[src/rtl/load_store_sequencer_if.sv]
// Core load/store request bus and word-wide data-memory req/ack bus of the load/store sequencer.
interface load_store_sequencer_if;
    logic        Req;
    logic        WE;
    logic [2:0]  Type;
    logic [31:0] Addr;
    logic [31:0] WD;
    logic        Busy;
    logic        Valid;
    logic [31:0] RD;
    logic        Fault;
    logic        MemReq;
    logic        MemWE;
    logic [31:0] MemAddr;
    logic [3:0]  MemBE;
    logic [31:0] MemWD;
    logic        MemAck;
    logic [31:0] MemRD;

    modport master (
        output Req, WE, Type, Addr, WD, MemAck, MemRD,
        input  Busy, Valid, RD, Fault, MemReq, MemWE, MemAddr, MemBE, MemWD
    );

    modport slave (
        input  Req, WE, Type, Addr, WD, MemAck, MemRD,
        output Busy, Valid, RD, Fault, MemReq, MemWE, MemAddr, MemBE, MemWD
    );
endinterface

[src/rtl/load_store_sequencer.sv]
// Load/store sequencer: turns funct3 byte/half/word accesses into aligned word transactions,
// splitting misaligned accesses into two words and reporting illegal types and timeouts as Fault.
//
// state | meaning
// IDLE  | waiting for Req; rejected requests complete directly from here with Fault
// ACC0  | first (or only) aligned word access outstanding
// ACC1  | second word of a split access outstanding
module load_store_sequencer #(
    parameter int unsigned MAX_WAIT = 16,
    parameter bit          SPLIT_EN = 1'b1
) (
    input logic                   clk,
    input logic                   rst,
    load_store_sequencer_if.slave bus
);
    localparam int unsigned   CW = (MAX_WAIT < 2) ? 1 : $clog2(MAX_WAIT);
    localparam logic [CW-1:0] TC = CW'((MAX_WAIT == 0) ? 0 : MAX_WAIT - 1);

    typedef enum logic [1:0] {
        IDLE = 2'd0,
        ACC0 = 2'd1,
        ACC1 = 2'd2
    } state_t;

    state_t        state;
    logic          we_q;
    logic [2:0]    type_q;
    logic [1:0]    a_q;
    logic [3:0]    mask_hi;
    logic [31:0]   wd_hi;
    logic [31:0]   lo_q;
    logic [CW-1:0] wait_cnt;

    logic [1:0]    req_a;
    logic [7:0]    req_base;
    logic [7:0]    req_mask;
    logic [63:0]   req_data;
    logic          req_illegal;
    logic          req_split;
    logic          req_reject;
    logic          timeout;
    logic [31:0]   ld_aligned;
    logic [31:0]   ld_split;

    function automatic logic [31:0] extend_load(input logic [2:0]  t,
                                                input logic [1:0]  a,
                                                input logic [63:0] w);
        logic [63:0] x;
        x = w >> {a, 3'b000};
        case (t)
            3'b000:  return {{24{x[7]}}, x[7:0]};
            3'b100:  return {24'b0, x[7:0]};
            3'b001:  return {{16{x[15]}}, x[15:0]};
            3'b101:  return {16'b0, x[15:0]};
            default: return x[31:0];
        endcase
    endfunction

    always_comb begin
        req_a = bus.Addr[1:0];
        case (bus.Type[1:0])
            2'b00:   req_base = 8'h01;
            2'b01:   req_base = 8'h03;
            default: req_base = 8'h0F;
        endcase
        req_mask    = req_base << req_a;
        req_data    = {32'b0, bus.WD} << {req_a, 3'b000};
        req_illegal = (bus.Type == 3'b011) || (bus.Type == 3'b110) || (bus.Type == 3'b111) ||
                      (bus.WE && bus.Type[2]);
        req_split   = |req_mask[7:4];
        req_reject  = req_illegal || (req_split && !SPLIT_EN);
    end

    // Aligned accesses never reach past byte 3, so the upper word is irrelevant there.
    assign ld_aligned = extend_load(type_q, a_q, {32'b0, bus.MemRD});
    assign ld_split   = extend_load(type_q, a_q, {bus.MemRD, lo_q});
    assign timeout    = (MAX_WAIT != 0) && (wait_cnt == TC);

    always_ff @(posedge clk) begin
        if (rst) begin
            state       <= IDLE;
            we_q        <= 1'b0;
            type_q      <= 3'b000;
            a_q         <= 2'b00;
            mask_hi     <= 4'b0000;
            wd_hi       <= '0;
            lo_q        <= '0;
            wait_cnt    <= '0;
            bus.Busy    <= 1'b0;
            bus.Valid   <= 1'b0;
            bus.Fault   <= 1'b0;
            bus.RD      <= '0;
            bus.MemReq  <= 1'b0;
            bus.MemWE   <= 1'b0;
            bus.MemAddr <= '0;
            bus.MemBE   <= 4'b0000;
            bus.MemWD   <= '0;
        end else begin
            bus.Valid <= 1'b0;
            bus.Fault <= 1'b0;
            case (state)
                IDLE: begin
                    if (bus.Req) begin
                        we_q    <= bus.WE;
                        type_q  <= bus.Type;
                        a_q     <= req_a;
                        mask_hi <= req_mask[7:4];
                        wd_hi   <= req_data[63:32];
                        if (req_reject) begin
                            bus.Valid <= 1'b1;
                            bus.Fault <= 1'b1;
                            bus.RD    <= '0;
                        end else begin
                            state       <= ACC0;
                            bus.Busy    <= 1'b1;
                            bus.MemReq  <= 1'b1;
                            bus.MemWE   <= bus.WE;
                            bus.MemAddr <= {bus.Addr[31:2], 2'b00};
                            bus.MemBE   <= bus.WE ? req_mask[3:0] : 4'b0000;
                            bus.MemWD   <= req_data[31:0];
                            wait_cnt    <= '0;
                        end
                    end
                end
                ACC0: begin
                    if (bus.MemAck) begin
                        lo_q     <= bus.MemRD;
                        wait_cnt <= '0;
                        if (|mask_hi) begin
                            // MemReq stays high straight into the second word.
                            state       <= ACC1;
                            bus.MemAddr <= bus.MemAddr + 32'd4;
                            bus.MemBE   <= we_q ? mask_hi : 4'b0000;
                            bus.MemWD   <= wd_hi;
                        end else begin
                            state      <= IDLE;
                            bus.Busy   <= 1'b0;
                            bus.MemReq <= 1'b0;
                            bus.MemWE  <= 1'b0;
                            bus.MemBE  <= 4'b0000;
                            bus.Valid  <= 1'b1;
                            bus.RD     <= we_q ? 32'h0 : ld_aligned;
                        end
                    end else if (timeout) begin
                        state      <= IDLE;
                        wait_cnt   <= '0;
                        bus.Busy   <= 1'b0;
                        bus.MemReq <= 1'b0;
                        bus.MemWE  <= 1'b0;
                        bus.MemBE  <= 4'b0000;
                        bus.Valid  <= 1'b1;
                        bus.Fault  <= 1'b1;
                        bus.RD     <= '0;
                    end else if (MAX_WAIT != 0) begin
                        wait_cnt <= wait_cnt + CW'(1);
                    end
                end
                ACC1: begin
                    if (bus.MemAck) begin
                        state      <= IDLE;
                        wait_cnt   <= '0;
                        bus.Busy   <= 1'b0;
                        bus.MemReq <= 1'b0;
                        bus.MemWE  <= 1'b0;
                        bus.MemBE  <= 4'b0000;
                        bus.Valid  <= 1'b1;
                        bus.RD     <= we_q ? 32'h0 : ld_split;
                    end else if (timeout) begin
                        state      <= IDLE;
                        wait_cnt   <= '0;
                        bus.Busy   <= 1'b0;
                        bus.MemReq <= 1'b0;
                        bus.MemWE  <= 1'b0;
                        bus.MemBE  <= 4'b0000;
                        bus.Valid  <= 1'b1;
                        bus.Fault  <= 1'b1;
                        bus.RD     <= '0;
                    end else if (MAX_WAIT != 0) begin
                        wait_cnt <= wait_cnt + CW'(1);
                    end
                end
                default: begin
                    state      <= IDLE;
                    bus.Busy   <= 1'b0;
                    bus.MemReq <= 1'b0;
                end
            endcase
        end
    end
endmodule

[src/flat_wrapper.sv]
// flat-port wrapper written by rule: the top's interface ports become plain ports
module load_store_sequencer_flat 
#(
    parameter int unsigned MAX_WAIT = 16,
    parameter bit          SPLIT_EN = 1'b1
)
  (clk, rst, bus_Req, bus_WE, bus_Type, bus_Addr, bus_WD, bus_MemAck, bus_MemRD, bus_Busy, bus_Valid, bus_RD, bus_Fault, bus_MemReq, bus_MemWE, bus_MemAddr, bus_MemBE, bus_MemWD);
  load_store_sequencer_if bus_i ();
  input logic clk;
  input logic rst;
  input wire logic [$bits(bus_i.Req)-1:0] bus_Req;
  input wire logic [$bits(bus_i.WE)-1:0] bus_WE;
  input wire logic [$bits(bus_i.Type)-1:0] bus_Type;
  input wire logic [$bits(bus_i.Addr)-1:0] bus_Addr;
  input wire logic [$bits(bus_i.WD)-1:0] bus_WD;
  input wire logic [$bits(bus_i.MemAck)-1:0] bus_MemAck;
  input wire logic [$bits(bus_i.MemRD)-1:0] bus_MemRD;
  output wire logic [$bits(bus_i.Busy)-1:0] bus_Busy;
  output wire logic [$bits(bus_i.Valid)-1:0] bus_Valid;
  output wire logic [$bits(bus_i.RD)-1:0] bus_RD;
  output wire logic [$bits(bus_i.Fault)-1:0] bus_Fault;
  output wire logic [$bits(bus_i.MemReq)-1:0] bus_MemReq;
  output wire logic [$bits(bus_i.MemWE)-1:0] bus_MemWE;
  output wire logic [$bits(bus_i.MemAddr)-1:0] bus_MemAddr;
  output wire logic [$bits(bus_i.MemBE)-1:0] bus_MemBE;
  output wire logic [$bits(bus_i.MemWD)-1:0] bus_MemWD;
  assign bus_i.Req = bus_Req;
  assign bus_i.WE = bus_WE;
  assign bus_i.Type = bus_Type;
  assign bus_i.Addr = bus_Addr;
  assign bus_i.WD = bus_WD;
  assign bus_i.MemAck = bus_MemAck;
  assign bus_i.MemRD = bus_MemRD;
  assign bus_Busy = bus_i.Busy;
  assign bus_Valid = bus_i.Valid;
  assign bus_RD = bus_i.RD;
  assign bus_Fault = bus_i.Fault;
  assign bus_MemReq = bus_i.MemReq;
  assign bus_MemWE = bus_i.MemWE;
  assign bus_MemAddr = bus_i.MemAddr;
  assign bus_MemBE = bus_i.MemBE;
  assign bus_MemWD = bus_i.MemWD;
  load_store_sequencer #(.MAX_WAIT(MAX_WAIT), .SPLIT_EN(SPLIT_EN)) u_core (.clk(clk), .rst(rst), .bus(bus_i));
endmodule
[config.mk]
export PLATFORM = sky130hd
export DESIGN_NAME = load_store_sequencer_flat
export DESIGN_NICKNAME = d
export VERILOG_FILES = /design/src/rtl/load_store_sequencer_if.sv /design/src/rtl/load_store_sequencer.sv /design/src/flat_wrapper.sv
export SDC_FILE = /design/constraint.sdc
export NUM_CORES = 1
export LEC_CHECK = 0
export CAP_MARGIN = 15
export CORE_MARGIN = 8
export CORE_UTILIZATION = 26
export DETAILED_ROUTE_END_ITERATION = 8
export PLACE_DENSITY = 0.58
export RECOVER_POWER = 25
export SETUP_SLACK_MARGIN = 0.3
export SLEW_MARGIN = 40
export SYNTH_ARGS = -nofsm -noshare
export SYNTH_HDL_FRONTEND = slang
export SYNTH_SLANG_ARGS = --single-unit
[constraint.sdc]
create_clock -name clk -period 2.85 [get_ports clk]
set_input_delay 0.285 -clock clk [delete_from_list [all_inputs] [get_ports clk]]
set_output_delay 0.285 -clock clk [all_outputs]
set_load 0.01 [all_outputs]
==> flow_summary.ini <==
[die]
coreArea_um2 = 37310
die_w_um = 209.8
initial_utilization = 0.2618
pin_count = 209
fp-row-count = 71
dieHeight_um = 209.8
die_area_um2 = 44030

[timing]
fmax_mhz = 409.9
relSlewSlack = 0.5055
fin_setup_tns_ps = 0
finalSetupViolCount = 0
finClkSkew_ps = 10.78
hold_viol = 0
rsz0062_at_grt = false
period_needed_ps = 2439
slew_violations = 0
tightest_slew_ps = 739.0
post-route-period-util = 0.8559

[routing]
antenna_left = 0
wl_met1_um = 15920
wl_per_cell_um = 19.99
routed_wl_um = 37210
viasPerCell = 5.417
vias = 10090
met3_length_um = 1727
first_iter_violations = 682
routed.top_layer = met5
met2WireLength_um = 18480
firstDrtPassIters = 5
drc = 0

[critical_path]
required_ps = 3200
arrival_ps = 2790
cp_cell_sequence = ha_1, nand3_1, or4_4, or4_4, or4_1, a31oi_1
reg2reg_depth = 6
rr_endpoint = u_core.bus.MemAddr[30]
r2r-start = u_core.bus.MemAddr[2]
r2r_slack_ps = 410
path_common_cell = or4_4
path_buf_inv = 0
cp_max_fo = 6
startpoint_type = flip-flop
crit_family = simple AND/OR/NAND/NOR gates
slowest_stage = or4_4
critPathMaxStageDelay_ps = 530
endpoint_kind = flip-flop
crit_type = reg2reg

[pwr]
p_per_area_nw_per_um2 = 505.4
finalPower_mw = 6.571
switching_power_mw = 2.090
pwr-share-clk = 0.351
leakage_nw = 4.454
p_int_mw = 4.482
pwr-share-seq = 0.414
sw_frac_of_total = 0.3180
vdd_drop_max_mv = 0.3184
combinationalPowerShare = 0.235

[yosys]
synth_top_area_frac = 0.3546
ys.flop_type = dfxtp_1
ys_types = 67
async_flop_share = 0
ys_warn_count = 0
yosys_register_bits = 173
yosysTopAreaCell = dfxtp_1
netlist_area_um2 = 9768
synth-edff-count = 0
syn_inst = 1208
ys_seq_area_frac = 0.3546
postSynthAreaPerCell_um2 = 8.086
synth_top_cells_by_area = dfxtp_1, nand2_1, a21oi_1, mux2i_1, mux2_2

[global_routing]
gr-usage-all-layers = 0.1643
gr-total-overflow = 0
antenna_found_initial = 3
grt_pass1_wl_um = 57880
grt_pass1_vias = 9801
grt_max_degree = 61

[hold_path]
whs_path_depth = 2
min_to = u_core.state[0]
min-delay-start = rst
hp-class = in2reg

[clocking]
clk_latency_ps = 430
clockBufferDepth = 2
cts_tree = done
clock_sinks = 173
cts_made_buffers = 17
root_buffer = clkbuf_16
clk_pin_slew_ps = 70
cts_htree_levels = 4

[placed_design]
globalplace.congestion = 0.8482
numPortBuffers = 206
hpwlAfterDp_um = 27100

[status]
outcome = complete, no violations

[finish]
syn_to_final_growth_pct = 33.11
drive_gt1_frac = 0.1110
layout.nets = 1484
fill_cells = 3875

[flow_run]
drv_cap = 0
## state kept, by name, indices dropped and copies added (netlist names), 2 cells and up
signal	cells
u_core.a_q	2
u_core.bus.MemAddr	30
u_core.bus.MemBE	4
u_core.bus.MemWD	32
u_core.bus.RD	32
u_core.lo_q	32
u_core.mask_hi	3
u_core.state	2
u_core.type_q	3
u_core.wait_cnt	4
u_core.wd_hi	24
## power by group through the flow
stage	clock [mW]	sequential [mW]	combinational (mW)
floorplan	0	2.77	0.830
global placement	0	2.78	1.55
detailed placement	0	2.78	1.56
CTS	2.35	2.72	1.57
global route	2.44	2.74	1.68
finish	2.30	2.72	1.55
## through the flow
| stage | util | cells | setup WS [ps] | area [um^2] | hold WS, ps |
|---|---|---|---|---|---|
| floorplan | - | 1209 | 334.2 | 9772 | 421.0 |
| global placement | 0.3328 | 1829 | 347.1 | 12420 | 438.9 |
| detailed placement | 0.3328 | 1829 | 286.9 | 12420 | 443.2 |
| CTS | 0.3479 | 1861 | 320.7 | 12980 | 157.0 |
| global route | 0.3485 | 1862 | 313.2 | 13000 | 170.8 |
| finish | 0.3485 | 1862 | 410.6 | 13000 | 162.7 |
## layout by cell type, fill, tap and decap left out, types with 31 or more instances in the layout
cell type,count
a211oi_1,31
a21oi_1,111
a221oi_1,35
a22oi_1,31
buf_4,39
clkdlybuf4s50_1,137
dfxtp_1,169
dlygate4sd3_1,68
mux2_2,37
mux2i_1,48
nand2_1,151
nor2_1,105
nor3_1,48
o21ai_0,47
## how the worst max path moves through the flow
| stage | to | cells past startpoint | startpoint | slack [ps] |
|---|---|---|---|---|
| 4_1_cts | u_core.bus.MemAddr[30] | 6 | u_core.bus.MemAddr[2] | 320 |
| 5_1_grt | u_core.bus.RD[30] | 7 | u_core.state[0] | 310 |
| 3_5_place_dp | u_core.bus.RD[30] | 8 | bus_Req | 290 |
| 3_3_place_gp | u_core.bus.RD[28] | 8 | bus_Req | 350 |
| 6_report | u_core.bus.MemAddr[30] | 6 | u_core.bus.MemAddr[2] | 410 |
| 2_1_floorplan | u_core.bus.MemAddr[30] | 7 | u_core.bus.MemAddr[2] | 330 |
## cell families after synthesis
logic type / synth area share
AOI/OAI and AO/OA: 0.2598
other: 0.0003839
and+or+nand+nor: 0.2092
adders and majority gates: 0.007685
xor gates and xnor gates: 0.0008968
muxes: 0.1195
buffers and inverters: 0.04803
DFF: 0.3546
## Yosys cell counts (all sizes together) (9+ instances only)
cell type	instances
dfxtp	173
and2	22
o31ai	9
a211oi	31
mux2i	48
nor2	107
o22ai	15
mux4	12
nor2b	15
a221o	14
inv	15
a22oi	31
nor4	10
o32ai	11
a21oi	112
a221oi	35
buf	17
nor3	48
o21a	13
nand2	151
or4	13
o211ai	11
clkbuf	85
nand4	11
nand3	22
o21ai	48
mux2	37
## per-layer routing
layer,up-vias,global-route usage
li1,4841,-
met1,4876,0.2034
met2,302,0.2795
met3,63,0.03103
met4,4,0.06270
met5,-,0
## worst register-to-register path, stage by stage (launching register included)
cell and delay (ps):
dfxtp_2 370, ha_1 200, nand3_1 150, or4_4 460, or4_4 530, or4_1 490, a31oi_1 170
## layout make-up
cell class	count	area [um^2]	share of cell area
Clock inverter	14	133.9	0.01030
Timing Repair Buffer	248	2425	0.1865
Multi-Input combinational cell	916	5881	0.4523
Inverter	18	67.56	0.005196
Sequential cell	173	3471	0.2669
Antenna cell	1	2.502	0.0001925
Tap cell	474	593.1	0.04561
Clock buffer	18	429.2	0.03301
## timing repair
action	in CTS	in global routing
endpoints found under the hold margin	0	0
hold buffers	0	0
setup endpoints to repair	0	17
resized for setup	0	7
setup buffers	0	0
Note: power is estimated with default switching activity, not from simulation.
